### src/rtl/video_shifter.sv
// video_shifter
//
// Bitplane video shifter. Every character period one word per bitplane is
// fetched from video RAM in fixed two-count slots. At the end of the period
// the words are moved into shift registers, and they are then serialised in
// parallel into an {R,G,B} pixel stream, one pixel per ce. In wide mode
// (pixel doubling) each pixel is held for two ce and the period is 2*DW long.
//
// Optional feature macro: VIDEO_SHIFTER_PALETTE_EN
//   defined   : 16-entry palette with a registered output (one ce extra latency),
//               writable on any clock through wr/waddr/wdata.
//   undefined : fixed mapping plane0->B, plane1->R, plane2->G, combinational;
//               wr/waddr/wdata are ignored.
//
// Parameters
//   PLANES  number of bitplanes (1..4)
//   DW      bits per fetched word, pixels per normal period (DW >= 2*PLANES+2)
//   CW      bits per output colour component
//
// Ports
//   clock   system clock
//   reset   synchronous reset, active low
//   ce      pixel clock enable
//   de      display enable, sampled in load and transfer slots
//   wide    pixel-doubling request, taken at period boundary
//   pmask   per-plane display enable
//   d       video RAM data for the plane currently addressed
//   wr      palette write strobe
//   waddr   palette index to write
//   wdata   palette entry {R,G,B}
//   rgb     output pixel {R,G,B}
//   plane   plane index the RAM arbiter must present on d
//   fetch   high while plane addresses a valid fetch slot

module video_shifter #(
  parameter int PLANES = 3,
  parameter int DW     = 8,
  parameter int CW     = 6
) (
  input  logic                clock,
  input  logic                reset,
  input  logic                ce,
  input  logic                de,
  input  logic                wide,
  input  logic [PLANES-1:0]   pmask,
  input  logic [DW-1:0]       d,
  input  logic                wr,
  input  logic [3:0]          waddr,
  input  logic [3*CW-1:0]     wdata,
  output logic [3*CW-1:0]     rgb,
  output logic [1:0]          plane,
  output logic                fetch
);

  localparam int CNTW = $clog2(DW) + 1;
  localparam logic [CNTW-1:0] LAST_NORM = CNTW'(DW - 1);
  localparam logic [CNTW-1:0] LAST_WIDE = CNTW'(2 * DW - 1);
  localparam logic [CNTW-1:0] SLOT_END  = CNTW'(2 * PLANES);

  if (PLANES < 1 || PLANES > 4) begin : gBadPlanes
    $error("video_shifter: PLANES must be in 1..4");
  end
  // All fetch slots must finish before the transfer count, with margin.
  if (DW < 2 * PLANES + 2) begin : gBadDw
    $error("video_shifter: DW must be at least 2*PLANES+2");
  end

  // Fixed colour mapping of a pixel index; plane3 does not contribute.
  function automatic logic [3*CW-1:0] defaultColour(input logic [2:0] idx);
    return {{CW{idx[1]}}, {CW{idx[2]}}, {CW{idx[0]}}};
  endfunction

  logic [CNTW-1:0] cnt;
  logic            wideQ;
  logic [DW-1:0]   inReg [PLANES];
  logic [DW-1:0]   shReg [PLANES];
  logic [3:0]      ix;
  logic            lastCount;
  logic            shiftEn;

  // Period length follows the latched mode, so a wide request only takes
  // effect after the transfer that latches it.
  assign lastCount = (cnt == (wideQ ? LAST_WIDE : LAST_NORM));

  // In wide mode shifting on odd counts only holds each pixel for two ce.
  assign shiftEn = !wideQ || cnt[0];

  always_ff @(posedge clock) begin
    if (!reset) begin
      cnt   <= '0;
      wideQ <= 1'b0;
      for (int p = 0; p < PLANES; p++) begin
        inReg[p] <= '0;
        shReg[p] <= '0;
      end
    end else if (ce) begin
      if (lastCount) begin
        cnt   <= '0;
        wideQ <= wide;
      end else begin
        cnt <= cnt + CNTW'(1);
      end

      for (int p = 0; p < PLANES; p++) begin
        // Second count of the plane's slot: the arbiter has had one count
        // to put this plane's word on d.
        if (de && (cnt == CNTW'(2 * p + 1))) begin
          inReg[p] <= d;
        end

        if (lastCount) begin
          shReg[p] <= (de && pmask[p]) ? inReg[p] : '0;
        end else if (shiftEn) begin
          shReg[p] <= {shReg[p][DW-2:0], 1'b0};
        end
      end
    end
  end

  // Slot p covers counts 2p and 2p+1, so the plane index is cnt/2.
  assign fetch = (cnt < SLOT_END);
  assign plane = fetch ? cnt[2:1] : 2'b00;

  always_comb begin
    ix = '0;
    for (int p = 0; p < PLANES; p++) begin
      ix[p] = shReg[p][DW-1];
    end
  end

`ifdef VIDEO_SHIFTER_PALETTE_EN

  logic [3*CW-1:0] palette [16];
  logic [3*CW-1:0] rgbQ;

  // Writes are independent of ce. A read of an entry written on the same
  // clock sees the old contents because both use the pre-edge value.
  always_ff @(posedge clock) begin
    if (!reset) begin
      for (int i = 0; i < 16; i++) begin
        palette[i] <= defaultColour(3'(i));
      end
      rgbQ <= '0;
    end else begin
      if (wr) begin
        palette[waddr] <= wdata;
      end
      if (ce) begin
        rgbQ <= palette[ix];
      end
    end
  end

  assign rgb = rgbQ;

`else

  assign rgb = defaultColour(ix[2:0]);

  logic unusedPalette;
  assign unusedPalette = ^{wr, waddr, wdata, ix[3]};

`endif

endmodule

### config.mk
export PLATFORM = sky130hd
export DESIGN_NAME = video_shifter
export DESIGN_NICKNAME = d
export VERILOG_FILES = /design/src/rtl/video_shifter.sv
export SDC_FILE = /design/constraint.sdc
export NUM_CORES = 1
export LEC_CHECK = 0
export CAP_MARGIN = 20
export CORE_ASPECT_RATIO = 1.25
export CORE_MARGIN = 2
export CORE_UTILIZATION = 35
export CTS_CLUSTER_DIAMETER = 50
export DETAILED_ROUTE_END_ITERATION = 8
export PLACE_DENSITY = 0.57
export SETUP_SLACK_MARGIN = 0.3
export SYNTH_ARGS = -nofsm -noshare
export SYNTH_HDL_FRONTEND = slang
export SYNTH_SLANG_ARGS = --single-unit
### constraint.sdc
create_clock -name clock -period 4.45 [get_ports clock]
set_clock_uncertainty 0.2 [all_clocks]
set_input_delay 0.89 -clock clock [delete_from_list [all_inputs] [get_ports clock]]
set_output_delay 0.89 -clock clock [all_outputs]
set_load 0.02 [all_outputs]
==> metrics.md <==
| Metric | Value |
|---|---|
| Result of the run | `completed` |
| Fraction of layout instances using a drive strength above 1 | `0.0670` |
| Fraction of the yosys area taken by sequential cells | `0.592` |
| Area of the placeable core | `7270 µm²` |
| Setup TNS | `0 ps` |
| DRT antenna net count | `0` |
| Flip-flop and latch count after synthesis | `53` |
| Number of inserted diodes | `0` |
| Cell area after layout | `2940 µm²` |
| WP data required | `4510 ps` |
| Final routed wirelength across all metal layers | `4.73 mm` |
| Maximum buffer depth of the clock tree | `2` |
| Cell area after technology mapping | `2590 µm²` |
| CTS tree | `built` |
| Setup-violating endpoint count in the final report | `0` |
| Power density over the cells | `337 nW/µm²` |
| Number of detailed-route iterations in the first pass | `4` |
| Number of synthesis warnings | `0` |
| Hold path start | `shReg[2][0]$_SDFFE_PP0P_` |
| Largest net degree at the start of global routing | `28` |
| Signal arrival time at the worst endpoint | `2930 ps` |
| Port-buffer cells | `36` |
| Wire length of the first global-routing pass | `7.78 mm` |
| Unique cell type count in the Yosys netlist | `38` |
| Final cycle utilization of the critical path | `0.646` |
| Worst vdd rail ir drop | `0.183 mV` |
| Clock-pin slew on the worst setup and hold paths | `100 ps` |
| Post-synthesis net count | `256` |
| Total Nets Final | `264` |
| Gr usage total | `0.124` |
| Gates resized, CTS repair | `0` |
| IO Count | `60` |
| Setup Crit Path Kind | `in -> reg` |
| Most area-consuming cells after synthesis | `sky130_fd_sc_hd__edfxtp_1, sky130_fd_sc_hd__o211ai_1, sky130_fd_sc_hd__buf_4` |
| Die boundary width | `80.9 µm` |
| Drc violations | `0` |
| Cell Area, Placed | `2830 µm²` |
| Via count of the first global-routing pass | `1,495` |
| Number of synthesized flops with an enable pin | `47` |
| Post-route minimum period | `2870 ps` |
| Hold EP | `shReg[2][0]$_SDFFE_PP0P_` |
| Simple-Gate Fraction of Synth Area | `0.142` |
| Number of max-cap violations | `0` |
| Setup fix buffers added after clock tree synthesis | `0` |
| Final-report hold violation count | `0` |
| RSZ-0062 raised after global routing | `no` |
| Post-Syn Area per Cell | `12.0 µm²` |
| Initial antenna violation count | `0` |
| Launching element type of the critical path | `input port` |
| Fin. max-slew vios | `0` |
| Die ar. | `8100 µm²` |
| Htree depth | `2` |
| Post-synth top area share | `0.546` |
| Kind of end point of the critical path | `register` |
| Num CTS Buffers | `5` |
| Starting utilization of the core area | `0.356` |
| Adder-cell area share of the yosys netlist | `0.00968` |
| Die height | `100 µm` |
| Total vias in the final route | `1,611` |
| Top_reg_cell synth | `sky130_fd_sc_hd__edfxtp_1` |
| Dpl hpwl | `3.33 mm` |
| Slack of the worst reg-to-reg path | `1940 ps` |
| Static Leak | `0.980 nW` |
| Hold Path Stages | `1` |
| DRT iter0 DRCs | `105` |
| Compound-cell area share of the yosys netlist | `0.139` |
| Area leader, netlist | `sky130_fd_sc_hd__edfxtp_1` |
| Hold Buf Count CTS | `0` |
| Reg2reg path depth | `3` |
| Maximum fanout count along the critical path | `24` |
| Vias/cell | `5.10` |
| Final weighted congestion in routability-driven placement | `0.751` |
| Area growth from synthesis to layout | `13.7%` |
| Average routed wire per standard cell | `15.0 µm` |
| Number of sinks driven by the clock tree | `53` |
| Clock root buffer | `sky130_fd_sc_hd__clkbuf_8` |
| Cell row count | `35` |
| Multiplexer share of the synthesized area | `0` |
| HP Class | `reg -> reg` |
| Relative slew slack | `0.298` |
| Worst-Skew Late Latency | `300 ps` |
| Transition time at the pin with the least slew margin | `1050 ps` |
| Share of synthesized registers carrying an async set or reset | `0` |
| Endpoint of the lowest-slack register-to-register path | `shReg[0][2]$_SDFFCE_PP0P_` |
| R2R Path Start | `cnt[0]$_SDFFE_PN0P_` |
| Main combinational cell family by area after synthesis | `simple AND/OR/NAND/NOR gates` |
| Synth Area in XOR/XNOR | `0.0131` |
| Top achievable clock speed | `348 MHz` |
| Overall overflow remaining after global route | `0` |
| Cells after Synth | `215` |
==> where the power goes <==
| part | internal, W | total (W) | switching (W) |
|---|---|---|---|
| registers | 0.000564 | 0.000575 | 0.0000105 |
| clock network | 0.000169 | 0.000327 | 0.000158 |
| logic | 0.0000416 | 0.0000898 | 0.0000482 |
| total | 0.000775 | 0.000992 | 0.000217 |
==> cell type report <==
| class | instances | area (µm²) |
|---|---|---|
| Fill cell | 745 | 4330 |
| Tap cell | 92 | 115 |
| Clock buffer | 5 | 68.8 |
| Multi-Input combinational cell | 123 | 787 |
| Sequential cell | 53 | 1530 |
| Clock inverter | 3 | 43.8 |
| Inverter | 1 | 3.75 |
| Timing Repair Buffer | 39 | 390 |
==> layer usage <==
metal  global-route usage  wire, µm
met5                    0         0
met4               0.0469        64
met3               0.0189       118
met2                0.198      2330
met1                0.170      2210
==> critical path, stage by stage <==
cell                              delay [ps]
sky130_fd_sc_hd__clkdlybuf4s50_1         800
sky130_fd_sc_hd__nand2_1                 650
sky130_fd_sc_hd__nor4_1                  440
sky130_fd_sc_hd__a31o_2                  140
==> cell families after synthesis <==
| logic type | Yosys count |
|---|---|
| AND/OR/NAND/NOR | 64 |
| AO/OA/AOI/OAI | 54 |
| flip-flops | 53 |
| buffers and inverters | 39 |
| XOR/XNOR | 3 |
| adder cells (fa/ha/maj) | 2 |
==> placed cells by master, fill, tap and decap left out, types with 3 or more instances in the layout <==
master                            synthesis  routed
sky130_fd_sc_hd__a21oi_1                 20      20
sky130_fd_sc_hd__clkdlybuf4s50_1          0      36
sky130_fd_sc_hd__nand3_1                  3       3
sky130_fd_sc_hd__and2_1                  12      12
sky130_fd_sc_hd__o211ai_1                21      21
sky130_fd_sc_hd__o21ai_0                  3       3
sky130_fd_sc_hd__nor4_1                   3       3
sky130_fd_sc_hd__edfxtp_1                47      47
sky130_fd_sc_hd__dfxtp_1                  6       6
sky130_fd_sc_hd__nand2_1                 13      13
sky130_fd_sc_hd__clkbuf_8                 1       5
sky130_fd_sc_hd__nand4_1                 21      21
==> synthesized netlist by cell type, drive strengths merged (2+ instances only) <==
library cell / n
o21ai: 3
ha: 2
nor2b: 2
a21oi: 22
nand3b: 2
clkbuf: 8
nor4: 3
xnor2: 2
edfxtp: 47
and2: 13
o211ai: 21
nand2: 13
nand4: 21
buf: 30
o211a: 2
dfxtp: 6
nand3: 3
==> state kept, by name, indices dropped and copies added, names as in the netlist <==
register,count
shReg,24
inReg,24
cnt,4
wideQ,1
==> worst max path at each step <==
stage / to / slack (ps) / from / cells after the start
5_1_grt: shReg[0][0]$_SDFFCE_PP0P_ / 1370 / reset / 3
4_1_cts: shReg[2][0]$_SDFFE_PP0P_ / 1550 / reset / 4
3_3_place_gp: shReg[2][0]$_SDFFE_PP0P_ / 1260 / reset / 4
3_5_place_dp: shReg[2][0]$_SDFFE_PP0P_ / 1240 / reset / 4
6_report: shReg[2][0]$_SDFFE_PP0P_ / 1580 / reset / 4
2_1_floorplan: inReg[0][0]$_DFFE_PP_ / 2100 / ce / 3
==> per-stage QoR <==
stage | hold WS (ps) | cells | setup WS, ps | power (W) | utilization
final | 313 | 316 | 1580 | 0.000992 | 0.404
after global routing | 327 | 316 | 1370 | 0.00102 | 0.404
after CTS | 310 | 316 | 1550 | 0.000997 | 0.404
after detailed placement | 286 | 308 | 1240 | 0.000678 | 0.389
after global placement | 285 | 307 | 1260 | 0.000676 | 0.387
after floorplan | 261 | 215 | 2100 | 0.000645 | -
(Power assumes the default switching activity.)
